**src/rtl/led_pattern_gen.sv**
```systemverilog
// led_pattern_gen
// Pushbutton-driven LED pattern engine. It has four display modes, eight
// step speeds and debounced key control. Everything runs from CLOCK_50.
//
// Ports:
//   CLOCK_50  in   sole clock, rising edge
//   RESET_N   in   asynchronous active-low reset
//   KEY_N[2:0] in  active-low keys, asynchronous:
//                  [0] next mode, [1] faster, [2] slower
//   LED       out  LED_COUNT registered LED drive, active-high
//   MODE      out  0 BLINK, 1 CHASE, 2 BINARY, 3 BREATHE
//   SPEED     out  speed level, 0 slowest .. 7 fastest
//
// Build option: define LED_PWM_EN to include the BREATHE mode and its PWM
// logic. Without it the mode sequence is BLINK -> CHASE -> BINARY -> BLINK.

// Per-key synchroniser, debouncer and press detector.
//   gclk/grst_n clock and async reset, tick base tick strobe,
//   key_n raw key level, press 1-cycle pulse on a debounced 1->0 transition.
module led_key_debounce #(
  parameter int DEBOUNCE_TICKS = 10
) (
  input  logic gclk,
  input  logic grst_n,
  input  logic tick,
  input  logic key_n,
  output logic press
);
  localparam int DW = $clog2(DEBOUNCE_TICKS + 1);

  logic [1:0]    sync;
  logic          stable;
  logic [DW-1:0] cnt;

  always_ff @(posedge gclk or negedge grst_n) begin
    if (!grst_n) begin
      sync   <= 2'b11;
      stable <= 1'b1;
      cnt    <= '0;
      press  <= 1'b0;
    end else begin
      sync  <= {sync[0], key_n};
      press <= 1'b0;
      if (sync[1] == stable) begin
        cnt <= '0;
      end else if (tick) begin
        // The DEBOUNCE_TICKS-th consecutive differing tick accepts the level.
        if (cnt == DW'(DEBOUNCE_TICKS - 1)) begin
          stable <= sync[1];
          cnt    <= '0;
          press  <= ~sync[1];
        end else begin
          cnt <= cnt + DW'(1);
        end
      end
    end
  end
endmodule

module led_pattern_gen #(
  parameter int TICK_DIV       = 50000,
  parameter int DEBOUNCE_TICKS = 10,
  parameter int LED_COUNT      = 10
) (
  input  logic                 CLOCK_50,
  input  logic                 RESET_N,
  input  logic [2:0]           KEY_N,
  output logic [LED_COUNT-1:0] LED,
  output logic [1:0]           MODE,
  output logic [2:0]           SPEED
);
  localparam int TW = $clog2(TICK_DIV);

  typedef enum logic [1:0] {
    M_BLINK   = 2'd0,
    M_CHASE   = 2'd1,
    M_BINARY  = 2'd2,
    M_BREATHE = 2'd3
  } mode_e;

  // Base tick
  logic [TW-1:0] tick_cnt;
  logic          tick;
  assign tick = (tick_cnt == TW'(TICK_DIV - 1));

  // Keys
  logic [2:0] press;
  for (genvar g = 0; g < 3; g++) begin : g_key
    led_key_debounce #(.DEBOUNCE_TICKS(DEBOUNCE_TICKS)) u_key (
      .gclk  (CLOCK_50),
      .grst_n(RESET_N),
      .tick  (tick),
      .key_n (KEY_N[g]),
      .press (press[g])
    );
  end

  // Speed: opposite presses in the same cycle cancel.
  logic [2:0] speed_q, speed_d;
  logic       speed_chg;
  always_comb begin
    speed_d = speed_q;
    if (press[1] && !press[2] && speed_q != 3'd7)
      speed_d = speed_q + 3'd1;
    else if (press[2] && !press[1] && speed_q != 3'd0)
      speed_d = speed_q - 3'd1;
  end
  assign speed_chg = (speed_d != speed_q);

  // Step period is 16 << (7-SPEED) ticks; its terminal count is 2047 >> SPEED.
  logic [10:0] step_cnt, step_last;
  logic        step, step_go;
  assign step_last = 11'h7FF >> speed_q;
  assign step      = tick && (step_cnt == step_last);
  // Any press wins over a coincident step, so the step is dropped.
  assign step_go   = step && !(|press);

  // Mode / pattern state
  mode_e                mode_q, mode_d;
  logic [LED_COUNT-1:0] led_q, led_d;

`ifdef LED_PWM_EN
  logic [3:0] pwm_cnt, duty_q, duty_d;
  logic       rising_q, rising_d;
  logic       pwm_on;
  assign pwm_on = (pwm_cnt < duty_q);
`endif

  always_comb begin
    mode_d = mode_q;
    led_d  = led_q;
`ifdef LED_PWM_EN
    duty_d   = duty_q;
    rising_d = rising_q;
`endif
    if (press[0]) begin
      case (mode_q)
        M_BLINK:  mode_d = M_CHASE;
        M_CHASE:  mode_d = M_BINARY;
`ifdef LED_PWM_EN
        M_BINARY: mode_d = M_BREATHE;
`else
        M_BINARY: mode_d = M_BLINK;
`endif
        default:  mode_d = M_BLINK;
      endcase
      // Entry pattern of the new mode.
      led_d = (mode_d == M_CHASE) ? LED_COUNT'(1) : '0;
`ifdef LED_PWM_EN
      duty_d   = 4'd0;
      rising_d = 1'b1;
`endif
    end else begin
      if (step_go) begin
        case (mode_q)
          M_BLINK:  led_d = ~led_q;
          M_CHASE:  led_d = {led_q[LED_COUNT-2:0], led_q[LED_COUNT-1]};
          M_BINARY: led_d = led_q + LED_COUNT'(1);
`ifdef LED_PWM_EN
          M_BREATHE: begin
            // Triangle 0..15..0: the end points are visited once per sweep.
            if (rising_q) begin
              if (duty_q == 4'd15) begin
                duty_d   = 4'd14;
                rising_d = 1'b0;
              end else begin
                duty_d = duty_q + 4'd1;
              end
            end else begin
              if (duty_q == 4'd0) begin
                duty_d   = 4'd1;
                rising_d = 1'b1;
              end else begin
                duty_d = duty_q - 4'd1;
              end
            end
          end
`endif
          default: led_d = led_q;
        endcase
      end
`ifdef LED_PWM_EN
      if (mode_q == M_BREATHE)
        led_d = {LED_COUNT{pwm_on}};
`endif
    end
  end

  always_ff @(posedge CLOCK_50 or negedge RESET_N) begin
    if (!RESET_N) begin
      tick_cnt <= '0;
      step_cnt <= '0;
      speed_q  <= 3'd4;
      mode_q   <= M_BLINK;
      led_q    <= '0;
    end else begin
      tick_cnt <= tick ? '0 : tick_cnt + TW'(1);
      speed_q  <= speed_d;
      mode_q   <= mode_d;
      led_q    <= led_d;
      // A new mode or a new period restarts the step from zero.
      if (press[0] || speed_chg)
        step_cnt <= '0;
      else if (tick)
        step_cnt <= step ? '0 : step_cnt + 11'd1;
    end
  end

`ifdef LED_PWM_EN
  always_ff @(posedge CLOCK_50 or negedge RESET_N) begin
    if (!RESET_N) begin
      pwm_cnt  <= '0;
      duty_q   <= '0;
      rising_q <= 1'b1;
    end else begin
      pwm_cnt  <= pwm_cnt + 4'd1;
      duty_q   <= duty_d;
      rising_q <= rising_d;
    end
  end
`endif

  assign LED   = led_q;
  assign MODE  = mode_q;
  assign SPEED = speed_q;
endmodule

```
**config.mk**
```make
export PLATFORM = sky130hd
export DESIGN_NAME = led_pattern_gen
export DESIGN_NICKNAME = d
export VERILOG_FILES = /design/src/rtl/led_pattern_gen.sv
export SDC_FILE = /design/constraint.sdc
export NUM_CORES = 1
export LEC_CHECK = 0
export ABC_CLOCK_PERIOD_IN_PS = 4700
export BUFFER_PORTS_ARGS = -buffer_cell sky130_fd_sc_hd__clkbuf_2
export CAP_MARGIN = 40
export CORE_MARGIN = 5
export CORE_UTILIZATION = 50
export DETAILED_ROUTE_END_ITERATION = 8
export PLACE_DENSITY = 0.67
export SKIP_LAST_GASP = 1
export SLEW_MARGIN = 20
export SYNTH_ARGS = -nofsm -noshare
export SYNTH_HDL_FRONTEND = slang
export SYNTH_HIERARCHICAL = 1
export SYNTH_SLANG_ARGS = --single-unit
```
**constraint.sdc**
```tcl
create_clock -name CLOCK_50 -period 4.7 [get_ports CLOCK_50]
set_input_delay 0.235 -clock CLOCK_50 [delete_from_list [all_inputs] [get_ports CLOCK_50]]
set_output_delay 0.235 -clock CLOCK_50 [all_outputs]
set_load 0.01 [all_outputs]
```
======== Word-level counts from Yosys, hierarchy flattened ========
Cells that the tools add are included.
operators by class
  bitwise logic cells ..................... 7
  add/subtract/negate cells ............... 8
  equality and inequality tests ........... 13
  multiplexer cells ....................... 30
  reduce and logical (&&, ||, !) cells .... 23
  shift operators ......................... 1
operators by type and width
  operator                                                               number
  4-bit two-way mux                                                      9
  11-bit two-way mux                                                     3
  10-bit one-hot mux with 3 select lines                                 1
  10-bit two-way mux                                                     2
  16-bit by 1-bit adder with 16-bit output, second input constant        1
  16-bit equality test, second input constant                            1
  16-bit two-way mux                                                     1
  4-bit by 1-bit adder with 4-bit output, second input constant          3
  4-bit equality test, second input constant                             3
  11-bit by 1-bit adder with 11-bit output, second input constant        1
  11-bit equality test                                                   1
  11-bit by 3-bit >> shifter with 11-bit output, first input constant    1
  10-bit by 1-bit adder with 10-bit output, second input constant        1
  1-bit two-way mux                                                      10
  10-bit inverter                                                        1
  2-bit nonzero test                                                     5
  3-bit AND reduction                                                    3
  1-bit logical AND                                                      6
  3-bit two-way mux                                                      2
  1-bit inverter                                                         6
  2-bit by 1-bit equality test with 1-bit output, second input constant  2
  2-bit one-hot mux with 2 select lines                                  1
  4-bit nonzero test                                                     1
  3-bit by 1-bit adder with 3-bit output, second input constant          1
  12 further kinds                                                       16
storage, ports and cells
  input bits .............................. 5
  output and inout port bits .............. 15
  register bits after elaboration ......... 66

======== Logic depth before layout (Yosys ltp) ========
Gate-level depths: netlist of the first run.
  depth after elaboration ................. 8
  gate-level depth with buffers ........... 11

======== Cells and area by module ========
The synthesis of the first run kept the hierarchy.
by module, submodules not included
  module            area each (sq um)  cells an instance  instances  seq. area each (sq um)
  led_pattern_gen   2,630.0            299                1          1,052.3
  led_key_debounce  339.1              28                 3          203.9

======== Worst setup path before layout of the first run ========
Ideal clock, no wire load.
  kind .................................... register to register
  start ................................... reg tick_cnt[5]
  end ..................................... reg g_key[0].u_key.stable
  buffers on the path ..................... 1
  stages on the path, launching flop included .. 7
  slack ................................... 1.991 ns
  arrival ................................. 2.627 ns
  cell sequence ........................... dfrtp_1 > or4b_1 > nor4_4 > clkbuf_1 > nand2_2 > nor3_1 > mux2_2
between the ends
  cells in the longest elaborated chain, start to end .. 2
RTL lines
  item                           RTL line  text
  start, declared                82        logic [TW-1:0] tick_cnt;
  start signal, assigned         197       tick_cnt <= tick ? '0 : tick_cnt + TW'(1);
  16-bit equality test           84        assign tick = (tick_cnt == TW'(TICK_DIV - 1));
  via tick                       83        logic tick;
  3-bit AND reduction (no line)  n/a
  end signal, assigned           49        stable <= sync[1];
  end, declared                  32        logic stable;
The timed path passes the listed nets, and every way through them passes these cells.
A chain may end at the register's enable or synchronous reset.

======== Worst setup path after layout of the first run ========
  start ................................... reg tick_cnt[5]
  end ..................................... reg led_q[4] (netlist: LED[4])
between the ends
  cells in the longest elaborated chain, start to end .. 5
RTL lines
  item                           RTL line  text
  16-bit equality test           84
  1-bit logical AND              114       assign step = tick && (step_cnt == step_last);
  1-bit logical AND              116       assign step_go = step && !(|press);
  2-bit nonzero test (no line)   n/a
  2-bit AND reduction (no line)  n/a
  end signal, assigned           200       led_q <= led_d;
  end, declared                  120       logic [LED_COUNT-1:0] led_q, led_d;
Every way passes these cells.

==> impl_metrics.py, run 1 <==
metrics = {
    "status": {
        "status": "complete, no violations",
    },
    "yosys": {
        "yosysWarnings": 6,
        "syn_avg_cell_area_um2": 9.52,
        "ys_seq_area_share_pct": 45.6,
        "ys_types": 58,
        "ys_async_sr_fraction_pct": 100,
        "yosys_most_used_dff": "dfrtp_1",
        "ys_ff_latch": 66,
        "netlist_area_mm2": 0.00365,
        "synth_fp_nets": 400,
        "synth-edff-count": 0,
        "synthCells": 383,
    },
    "cts": {
        "htreeDepth": 3,
        "cts_buffers": 9,
        "clk_latency_ns": 0.34,
        "cts_max_path_buffers": 2,
        "cts-resized-gates": 0,
        "cts_tree": "done",
        "post_cts_buffers": 0,
        "path_clk_slew_ns": 0.08,
        "clock_sinks": 66,
        "holdBufCountCts": 4,
        "cts_root_buf": "clkbuf_8",
    },
    "place": {
        "port_buffers": 19,
        "dp_cells": 488,
        "place_area_mm2": 0.00382,
        "gp_congestion": 0.820,
        "hpwlAfterDp_mm": 4.66,
        "post-place-ws_ns": 1.61,
    },
    "timing": {
        "finalCritPeriodShare_pct": 65.4,
        "hold_violations": 0,
        "fin_skew_ns": 0.00889,
        "finalMaxSlewViolations": 0,
        "finalWorstSetupSlack_ns": 1.63,
        "finalSetupViolCount": 0,
        "worst_pin_slew_ns": 0.643,
        "timing.fmax_mhz": 325,
        "tns_ns": 0,
        "period_needed_ns": 3.07,
        "rsz0062_at_grt": "false",
        "maxSlewHeadroom_pct": 57.1,
    },
    "grt": {
        "grt_pass1_vias": 2560,
        "groute.usage.overall_pct": 16.0,
        "grt_pass1_wl_mm": 11.5,
        "grt_max_degree": 54,
        "antenna_found_initial": 0,
        "gr-total-overflow": 0,
    },
    "setup_path": {
        "critPathSlowestCell": "or4_1",
        "crit_path_cell_trace": "or4b_1, nor4_4, buf_4, nand4_4, or4_1, or2_0, a21oi_1",
        "ff2ff_setup_slack_ns": 1.63,
        "critPathKind": "reg -> reg",
        "startpoint": "tick_cnt[5]$_DFF_PN0_",
        "worstSetupStartpointType": "flop",
        "cp.buffers_inverters": 1,
        "r2r_cells": 7,
        "path_max_fanout": 27,
        "r2r_end": "LED[4]$_DFFE_PN0P_",
        "r2r-start": "tick_cnt[5]$_DFF_PN0_",
        "endpoint_kind": "flop",
        "crit_family": "simple AND/OR/NAND/NOR gates",
        "crit_arrival_ns": 3.33,
        "max_stage_delay_ns": 0.76,
        "cp_data_required_time_ns": 4.95,
    },
    "route": {
        "routed_via_density": 5.32,
        "route.detailed.drc": 0,
        "num_vias": 2702,
        "drtAntennaViolNets": 0,
        "wire_per_inst_um": 13.2,
        "dr.pass1.iters": 4,
        "wl_mm": 6.69,
        "initialDrtViolationCount": 130,
    },
    "finish": {
        "most-common-layout-cells": "dfrtp_1, nor2_1, nand2_1, nand3_1, a21oi_1",
        "finalNetCount": 421,
        "antennaDiodeCount": 0,
        "area_growth_pct": 11.3,
        "multi_input_area_mm2": 0.00187,
        "final-seq-area_mm2": 0.00166,
        "fin_cells": 508,
        "fillers": 636,
        "final_common_cell": "dfrtp_1",
        "drive_above_1_share_pct": 16.6,
        "final_cell_area_mm2": 0.00406,
    },
    "power_and_ir_drop": {
        "p_sw_share_pct": 21.2,
        "power.share.combinational_pct": 1.6,
        "switchingPower_mw": 0.228,
        "clkPwrFrac_pct": 45.1,
        "pwr_density_cell_mw_per_mm2": 265,
        "power.leakage_nw": 1.81,
        "power_frac_seq_pct": 53.3,
        "p_int_mw": 0.849,
        "peakVddDrop_mv": 0.168,
    },
    "floorplanning": {
        "die-area_mm2": 0.00910,
        "io_pins": 20,
        "die_w_um": 95.4,
        "initial_core_util_pct": 50.8,
        "rows": 31,
        "core-area_mm2": 0.00718,
        "fp.dieH_um": 95.4,
    },
    "worst_hold_path": {
        "hp-class": "in -> async",
    },
    "run": {
        "drv_cap": 0,
    },
}
==> layer usage <==
| metal | track usage [%] | share of wire (%) |
|---|---|---|
| met3 | 3.08 | 1.8 |
| met4 | 6.40 | 1.7 |
| met1 | 20.3 | 48 |
| met5 | 0 | 0 |
| met2 | 26.9 | 48 |
==> registers in the layout (all words and copies together) (netlist names) <==
signal              flops
LED                    10
MODE                    2
SPEED                   3
g_key.u_key/cnt        12
g_key.u_key/press       3
g_key.u_key/stable      3
g_key.u_key/sync        6
step_cnt               11
tick_cnt               16
==> area by class of cell <==
cell class	count	area share, %
flip-flops and latches	66	41.0
repair buffers	25	3.70
well taps	99	3.05
inverters	12	1.11
clock buffers	11	3.73
multi-input cells	290	46.1
clock inverters	5	1.29
==> how the worst max path moves through the flow <==
stage	end	slack, ns	cells past startpoint
after floorplan	g_key[0].u_key/stable$_DFFE_PN1P_	1.99	6
after global placement	LED[0]$_DFFE_PN0P_	1.70	7
after detailed placement	LED[0]$_DFFE_PN0P_	1.61	7
after CTS	LED[0]$_DFFE_PN0P_	1.62	7
after global routing	LED[0]$_DFFE_PN0P_	1.44	7
final	LED[4]$_DFFE_PN0P_	1.63	7
==> cells in the mapped netlist, types with 4 or more instances <==
cell,number,share of area (%)
nor2_1,38,3.9
nand3_1,23,3.2
nor3_1,14,1.9
inv_1,12,1.2
xnor2_1,12,2.9
nand2b_1,8,1.4
xor2_1,20,4.8
o21ai_0,17,2.3
a21oi_1,22,3.0
o31ai_1,4,0.82
ha_1,12,4.1
nand2_1,33,3.4
dfrtp_1,56,38
clkbuf_1,13,1.3
nand4_1,7,1.2
dfstp_2,10,7.2
mux2i_1,5,1.4
nor2b_1,10,1.7
a31oi_1,4,0.69
==> power by group through the flow <==
stage,Combinational (mW),Clock [mW],Sequential [mW]
2_1_floorplan,0.00213,0,0.584
3_3_place_gp,0.0162,0,0.584
3_5_place_dp,0.0162,0,0.585
4_1_cts,0.0188,0.500,0.574
5_1_grt,0.0209,0.521,0.574
6_report,0.0176,0.485,0.574
==> metrics by stage <==
stage	power (mW)	utilization [%]	hold WS (ns)
final	1.08	56.6	0.313
after global routing	1.12	56.6	0.341
after detailed placement	0.601	53.2	0.148
after floorplan	0.587	-	-0.0606
after CTS	1.09	56.6	0.316
after global placement	0.601	53.2	0.152
==> cells by family (layout without fill, tap and decap cells) <==
logic type / count (synthesis) / after routing / synth area share, %
adder cells (fa/ha/maj): 12 / 12 / 4.12
buffers and inverters: 27 / 53 / 3.02
AO/OA/AOI/OAI: 64 / 64 / 10.8
multiplexers: 8 / 8 / 2.30
XOR/XNOR: 32 / 32 / 7.68
flip-flops: 66 / 66 / 45.6
AND/OR/NAND/NOR: 174 / 174 / 26.4
Power figures use the tool's default switching activity.
==> run 2, diff against run 1 <==
--- a/config.mk
+++ b/config.mk
@@ -5,13 +5,13 @@
 export SDC_FILE = /design/constraint.sdc
 export NUM_CORES = 1
 export LEC_CHECK = 0
-export ABC_CLOCK_PERIOD_IN_PS = 4700
+export ABC_CLOCK_PERIOD_IN_PS = 2700
 export BUFFER_PORTS_ARGS = -buffer_cell sky130_fd_sc_hd__clkbuf_2
 export CAP_MARGIN = 40
 export CORE_MARGIN = 5
 export CORE_UTILIZATION = 50
 export DETAILED_ROUTE_END_ITERATION = 8
-export PLACE_DENSITY = 0.67
+export PLACE_DENSITY = 0.7
 export SKIP_LAST_GASP = 1
 export SLEW_MARGIN = 20
 export SYNTH_ARGS = -nofsm -noshare
==> constraint.sdc (replaced) <==
create_clock -name CLOCK_50 -period 2.7 [get_ports CLOCK_50]
set_input_delay 0.135 -clock CLOCK_50 [delete_from_list [all_inputs] [get_ports CLOCK_50]]
set_output_delay 0.135 -clock CLOCK_50 [all_outputs]
set_load 0.01 [all_outputs]
==> run 2 against run 1 <==
- fmax rose by 19%
- critical endpoint is now LED[2]$_DFFE_PN0P_
- clock power rose by 76%
- clock skew fell by 0.0012 ns
- first-iteration DRC count fell by 13%
- hold slack got worse by 0.015 ns
- largest power group unchanged
- clock-buffer cell count rose by 1
- sequential power rose by 74%
- sequential share of layout area fell by 1.2 points
==> impl_metrics.py, run 2 (synthesis results as in run 1) <==
metrics = {
    "floorplanning": {
        "rows": 31,
        "initial_core_util_pct": 50.8,
        "die-area_mm2": 0.00910,
        "die_w_um": 95.4,
        "io_pins": 20,
        "core-area_mm2": 0.00718,
        "fp.dieH_um": 95.4,
    },
    "timing": {
        "timing.hold.ws_ns": 0.298,
        "finalSetupViolCount": 0,
        "rsz0062_at_grt": "false",
        "timing.fmax_mhz": 389,
        "finalMaxSlewViolations": 0,
        "hold_violations": 0,
        "maxSlewHeadroom_pct": 59.3,
        "finalCritPeriodShare_pct": 95.2,
        "fin_skew_ns": 0.00765,
        "tns_ns": 0,
        "worst_pin_slew_ns": 0.611,
        "finalWorstSetupSlack_ns": 0.129,
        "period_needed_ns": 2.57,
    },
    "route": {
        "drtAntennaViolNets": 0,
        "wl_mm": 7.13,
        "routed_via_density": 5.41,
        "route.detailed.drc": 0,
        "num_vias": 2809,
        "wire_per_inst_um": 13.7,
        "dr.pass1.iters": 4,
        "initialDrtViolationCount": 113,
    },
    "cts": {
        "cts_max_path_buffers": 2,
        "cts_tree": "done",
        "htreeDepth": 3,
        "cts_buffers": 9,
        "clk_latency_ns": 0.34,
        "post_cts_buffers": 0,
        "cts_root_buf": "clkbuf_8",
        "path_clk_slew_ns": 0.07,
        "clock_sinks": 66,
    },
    "setup_path": {
        "endpoint_kind": "flop",
        "r2r_cells": 9,
        "cp_data_required_time_ns": 2.95,
        "critPathKind": "reg -> reg",
        "r2r_end": "LED[2]$_DFFE_PN0P_",
        "worstSetupStartpointType": "flop",
        "r2r-start": "SPEED[0]$_DFF_PN0_",
        "crit_arrival_ns": 2.83,
        "ff2ff_setup_slack_ns": 0.13,
        "path_max_fanout": 15,
    },
    "finish": {
        "reg_top3": "tick_cnt x16, g_key.u_key/cnt x12, step_cnt x11",
        "final-seq-area_mm2": 0.00166,
        "area_growth_pct": 14.6,
        "final_common_cell": "dfrtp_1",
        "drive_above_1_share_pct": 19.3,
        "multi_input_area_mm2": 0.00189,
        "fillers": 613,
        "regMostFlops": "tick_cnt",
        "most-common-layout-cells": "dfrtp_1, nor2_1, nand2_1, nand3_1, a21oi_1",
        "largest_register_ffs": 16,
        "antennaDiodeCount": 0,
        "finalNetCount": 432,
    },
    "place": {
        "post-place-ws_ns": 0.0898,
        "port_buffers": 19,
        "gp_congestion": 0.824,
        "hpwlAfterDp_mm": 4.88,
    },
    "grt": {
        "antenna_found_initial": 0,
        "grt_pass1_wl_mm": 12.2,
        "grt_pass1_vias": 2647,
        "gr-total-overflow": 0,
        "groute.usage.overall_pct": 17.1,
        "grt_max_degree": 67,
    },
    "run": {
        "drv_cap": 0,
    },
    "power_and_ir_drop": {
        "peakVddDrop_mv": 0.313,
        "pwr_density_cell_mw_per_mm2": 452,
        "power.leakage_nw": 1.87,
    },
    "status": {
        "status": "complete, no violations",
    },
    "worst_hold_path": {
        "hp-class": "in -> async",
    },
}
run 2: cell types whose count changed in the layout (fill, tap and decap cells not counted):
cell      previous run  this run
buf_8                0         1
nor3_1              14        12
or4_1                2         1
clkinv_4             0         1
clkbuf_1             0         1
buf_4                2        11
clkinv_2             3         1
buf_12               0         1
or4_4                0         1
nor3_2               1         3
run 2: power breakdown:
| part | internal, mW | switching, mW |
|---|---|---|
| combinational | 0.0116 | 0.0232 |
| clock | 0.477 | 0.377 |
| sequential | 0.997 | 0.00225 |
run 2: area by class of cell:
| type | instances | area share (%) |
|---|---|---|
| inverters | 12 | 1.08 |
| repair buffers | 36 | 6.05 |
| clock inverters | 4 | 1.23 |
| clock buffers | 12 | 3.71 |
| flip-flops and latches | 66 | 39.8 |
| multi-input cells | 290 | 45.1 |
| well taps | 99 | 2.96 |
run 2: worst max-delay path by stage:
stage / start / to / slack, ns / cells after the start
after floorplan: SPEED[2]$_DFF_PN1_ / LED[9]$_DFFE_PN0P_ / 0.0006 / 9
after global placement: SPEED[0]$_DFF_PN0_ / LED[0]$_DFFE_PN0P_ / 0.16 / 9
after detailed placement: SPEED[0]$_DFF_PN0_ / LED[0]$_DFFE_PN0P_ / 0.09 / 9
after CTS: SPEED[0]$_DFF_PN0_ / LED[0]$_DFFE_PN0P_ / 0.08 / 9
after global routing: tick_cnt[7]$_DFF_PN0_ / step_cnt[9]$_DFFE_PN0P_ / 0.003 / 7
final: SPEED[0]$_DFF_PN0_ / LED[2]$_DFFE_PN0P_ / 0.13 / 9
run 2: repair_timing:
action / 4_1_cts / 5_1_grt
setup endpoints to repair: 0 / 5
resized for setup: 0 / 5
endpoints found under the hold margin: 3 / 18
hold buffers: 3 / 1
run 2: per-stage QoR:
stage	utilization [%]	cell area, um2	power (mW)	std cells
global placement	54.2	3890	1.05	498
global route	58.2	4180	1.96	519
finish	58.2	4180	1.89	519
CTS	57.5	4130	1.91	517
floorplan	-	3650	1.02	383
detailed placement	54.2	3890	1.05	498
run 2: worst max-delay path, stage by stage (launching register included):
cell	delay [ns]
dfrtp_1	0.36
inv_1	0.06
ha_1	0.20
or4b_2	0.62
o21ai_0	0.09
o21ai_1	0.10
or4_4	0.53
buf_8	0.17
or2_0	0.22
a21oi_1	0.13
run 2: per-layer routing:
metal | track usage (%) | share of wire, % | vias to the layer above | wire (um)
met5 | 0 | 0 | - | 0
met4 | 5.69 | 0.72 | 0 | 51
met3 | 5.13 | 3.9 | 6 | 281
met2 | 28.0 | 49 | 44 | 3520
met1 | 21.6 | 46 | 1343 | 3270
li1 | - | - | 1416 | -
==> run 3, diff against run 2 <==
--- a/config.mk
+++ b/config.mk
@@ -5,6 +5,7 @@
 export SDC_FILE = /design/constraint.sdc
 export NUM_CORES = 1
 export LEC_CHECK = 0
+export ABC_AREA = 1
 export ABC_CLOCK_PERIOD_IN_PS = 2700
 export BUFFER_PORTS_ARGS = -buffer_cell sky130_fd_sc_hd__clkbuf_2
 export CAP_MARGIN = 40
==> run 3 against run 2 <==
- sequential cell count did not move
- sequential share of layout area decreased by 2.6 points
- design area rose by 7.1%
- register-to-register slack gained 0.58 ns
- combinational power grew 13%
- die area up 9.6%
- sequential power about the same
- clock skew is 0.00074 ns lower
- first-iteration DRC count rose by 38%
- fmax is 29% higher
- non-clock buffer count decreased by 11
- routed wire length grew 14%
- critical path type unchanged
- critical endpoint is now LED[7]$_DFFE_PN0P_
==> impl_metrics.py, run 3 <==
metrics = {
    "yosys": {
        "netlist_area_mm2": 0.00404,
        "synth_fp_nets": 572,
        "synth.most_common_cell": "nand2_1",
        "synth-edff-count": 0,
        "ys_ff_latch": 66,
        "yosys_most_used_dff": "dfrtp_1",
        "ys_seq_area_share_pct": 41.2,
        "yosys-top-cells-count": "nand2_1, inv_1, nor2_1, dfrtp_1, nand3_1",
        "ys_types": 37,
        "yosysTopAreaCell": "dfrtp_1",
        "syn_avg_cell_area_um2": 7.27,
        "ys_async_sr_fraction_pct": 100,
        "synth_top_area_share_pct": 34.7,
        "synthCells": 555,
        "yosysWarnings": 6,
        "yosys-top-cells-area": "dfrtp_1, nand2_1, dfstp_2, inv_1, nor2_1",
    },
    "cts": {
        "cts-resized-gates": 0,
        "path_clk_slew_ns": 0.07,
        "htreeDepth": 3,
        "cts_root_buf": "clkbuf_8",
        "cts_buffers": 9,
        "cts_tree": "done",
        "cts_max_path_buffers": 2,
        "clock_sinks": 66,
        "clk_latency_ns": 0.33,
        "holdBufCountCts": 4,
        "post_cts_buffers": 0,
    },
    "grt": {
        "grt_pass1_wl_mm": 14.5,
        "grt_pass1_vias": 3291,
        "gr-total-overflow": 0,
        "grt_max_degree": 28,
        "antenna_found_initial": 0,
        "groute.usage.overall_pct": 17.5,
    },
    "setup_path": {
        "max_stage_delay_ns": 0.49,
        "r2r_cells": 13,
        "path_common_cell": "nand2_1",
        "crit_path_cell_trace": "ha_1, ha_1, inv_1, nand2_1, nand2_1, nor2_1, nand2_1, nor2_2, nand3_2, nand2_4, inv_4, nand2_1, nand2_1",
        "cp_data_required_time_ns": 2.93,
        "critPathSlowestCell": "dfrtp_1",
        "crit_arrival_ns": 2.22,
        "critPathKind": "reg -> reg",
        "ff2ff_setup_slack_ns": 0.71,
        "r2r_end": "LED[7]$_DFFE_PN0P_",
        "path_max_fanout": 10,
        "r2r-start": "SPEED[1]$_DFF_PN0_",
        "endpoint_kind": "flop",
        "worstSetupStartpointType": "flop",
    },
    "finish": {
        "fillers": 719,
        "post-route-util_pct": 57.3,
        "finalNetCount": 596,
        "final_common_cell": "nand2_1",
        "reg_top3": "tick_cnt x16, g_key.u_key/cnt x12, step_cnt x11",
        "largest_register_ffs": 16,
        "most-common-layout-cells": "nand2_1, inv_1, nor2_1, dfrtp_1, nand3_1",
        "antennaDiodeCount": 0,
        "regMostFlops": "tick_cnt",
        "drive_above_1_share_pct": 13.7,
        "area_growth_pct": 10.8,
    },
    "power_and_ir_drop": {
        "peakVddDrop_mv": 0.285,
        "power.leakage_nw": 2.21,
        "total_power_mw": 2.02,
        "switchingPower_mw": 0.396,
        "clkPwrFrac_pct": 48.4,
        "p_sw_share_pct": 19.6,
        "pwr_density_cell_mw_per_mm2": 451,
        "power_frac_seq_pct": 49.6,
        "p_int_mw": 1.62,
        "power.share.combinational_pct": 1.9,
    },
    "floorplanning": {
        "initial_core_util_pct": 51.7,
        "die_w_um": 99.9,
        "die-area_mm2": 0.00997,
        "rows": 32,
        "core-area_mm2": 0.00781,
        "io_pins": 20,
        "fp.dieH_um": 99.9,
    },
    "route": {
        "wire_per_inst_um": 11.9,
        "initialDrtViolationCount": 156,
        "routed_via_density": 5.06,
        "wl_mm": 8.16,
        "drtAntennaViolNets": 0,
        "route.detailed.drc": 0,
        "num_vias": 3473,
        "dr.pass1.iters": 5,
    },
    "timing": {
        "finalMaxSlewViolations": 0,
        "maxSlewHeadroom_pct": 59.1,
        "hold_violations": 0,
        "timing.fmax_mhz": 503,
        "finalCritPeriodShare_pct": 73.7,
        "worst_pin_slew_ns": 0.609,
        "tns_ns": 0,
        "finalWorstSetupSlack_ns": 0.710,
        "fin_skew_ns": 0.00691,
        "period_needed_ns": 1.99,
        "rsz0062_at_grt": "false",
        "finalSetupViolCount": 0,
    },
    "run": {
        "drv_cap": 0,
    },
    "place": {
        "hpwlAfterDp_mm": 6.02,
        "port_buffers": 19,
        "post-place-ws_ns": 0.743,
        "gp_congestion": 0.949,
    },
    "status": {
        "status": "complete, no violations",
    },
    "worst_hold_path": {
        "hp-class": "in -> async",
    },
}
[run 3: cell count changes after synthesis, moves of 6 or more]
cell	change
xor2_1	-11
nand2b_1	-8
nand3_1	+12
inv_1	+58
nor2b_1	-10
nor2_2	+12
nand2_1	+122
clkbuf_1	-8
o21ai_1	+7
nand4_1	+10
nor2_1	+22
xnor2_1	-6
[run 3: how the worst max path moves through the flow]
stage,endpoint,start,slack [ns]
CTS,LED[7]$_DFFE_PN0P_,SPEED[1]$_DFF_PN0_,0.71
finish,LED[7]$_DFFE_PN0P_,SPEED[1]$_DFF_PN0_,0.71
global placement,step_cnt[7]$_DFFE_PN0P_,SPEED[1]$_DFF_PN0_,0.78
detailed placement,step_cnt[7]$_DFFE_PN0P_,SPEED[1]$_DFF_PN0_,0.74
global route,step_cnt[7]$_DFFE_PN0P_,SPEED[1]$_DFF_PN0_,0.47
floorplan,LED[7]$_DFFE_PN0P_,SPEED[2]$_DFF_PN1_,0.89
[run 3: area by class of cell]
cell class,count,area (um2),share of cell area (%)
Clock buffer,11,131,2.94
Clock inverter,5,103,2.29
Tap cell,102,128,2.85
Multi-Input combinational cell,398,1990,44.5
Inverter,79,310,6.93
Timing Repair Buffer,25,150,3.35
Sequential cell,66,1660,37.2
[run 3: logic make-up after synthesis]
group | after synthesis | share of synthesized area [%]
adder cells (fa/ha/maj) | 12 | 3.72
flip-flops | 66 | 41.2
buffers and inverters | 91 | 9.51
XOR/XNOR | 15 | 3.25
AND/OR/NAND/NOR | 312 | 34.6
AO/OA/AOI/OAI | 59 | 7.69
[run 3: power groups by stage]
stage / clock, mW / sequential, mW / combinational [mW]
2_1_floorplan: 0 / 1.02 / 0.0101
3_3_place_gp: 0 / 1.02 / 0.0359
3_5_place_dp: 0 / 1.02 / 0.0369
4_1_cts: 1.00 / 1.00 / 0.0414
5_1_grt: 1.05 / 1.00 / 0.0472
6_report: 0.978 / 1.00 / 0.0393
[run 3: per-stage QoR]
stage,cell area (um2),cells,hold WS (ns)
detailed placement,4200,666,0.156
finish,4480,686,0.318
CTS,4480,686,0.323
floorplan,4040,555,-0.161
global route,4480,686,0.356
global placement,4200,666,0.151
[run 3: critical path: cells and delay by family (launching register included)]
kind / cells / cell delay [ns]
adder cells (fa/ha/maj): 2 / 0.46
buffers and inverters: 2 / 0.13
flip-flops: 1 / 0.49
AND/OR/NAND/NOR: 9 / 0.80
[run 3: per-layer routing]
metal | up-vias | wire length [um] | track usage, %
met2 | 72 | 3800 | 28.7
met3 | 13 | 318 | 2.57
met1 | 1588 | 3920 | 23.5
met5 | - | 0 | 0
met4 | 0 | 127 | 6.62
li1 | 1800 | - | -
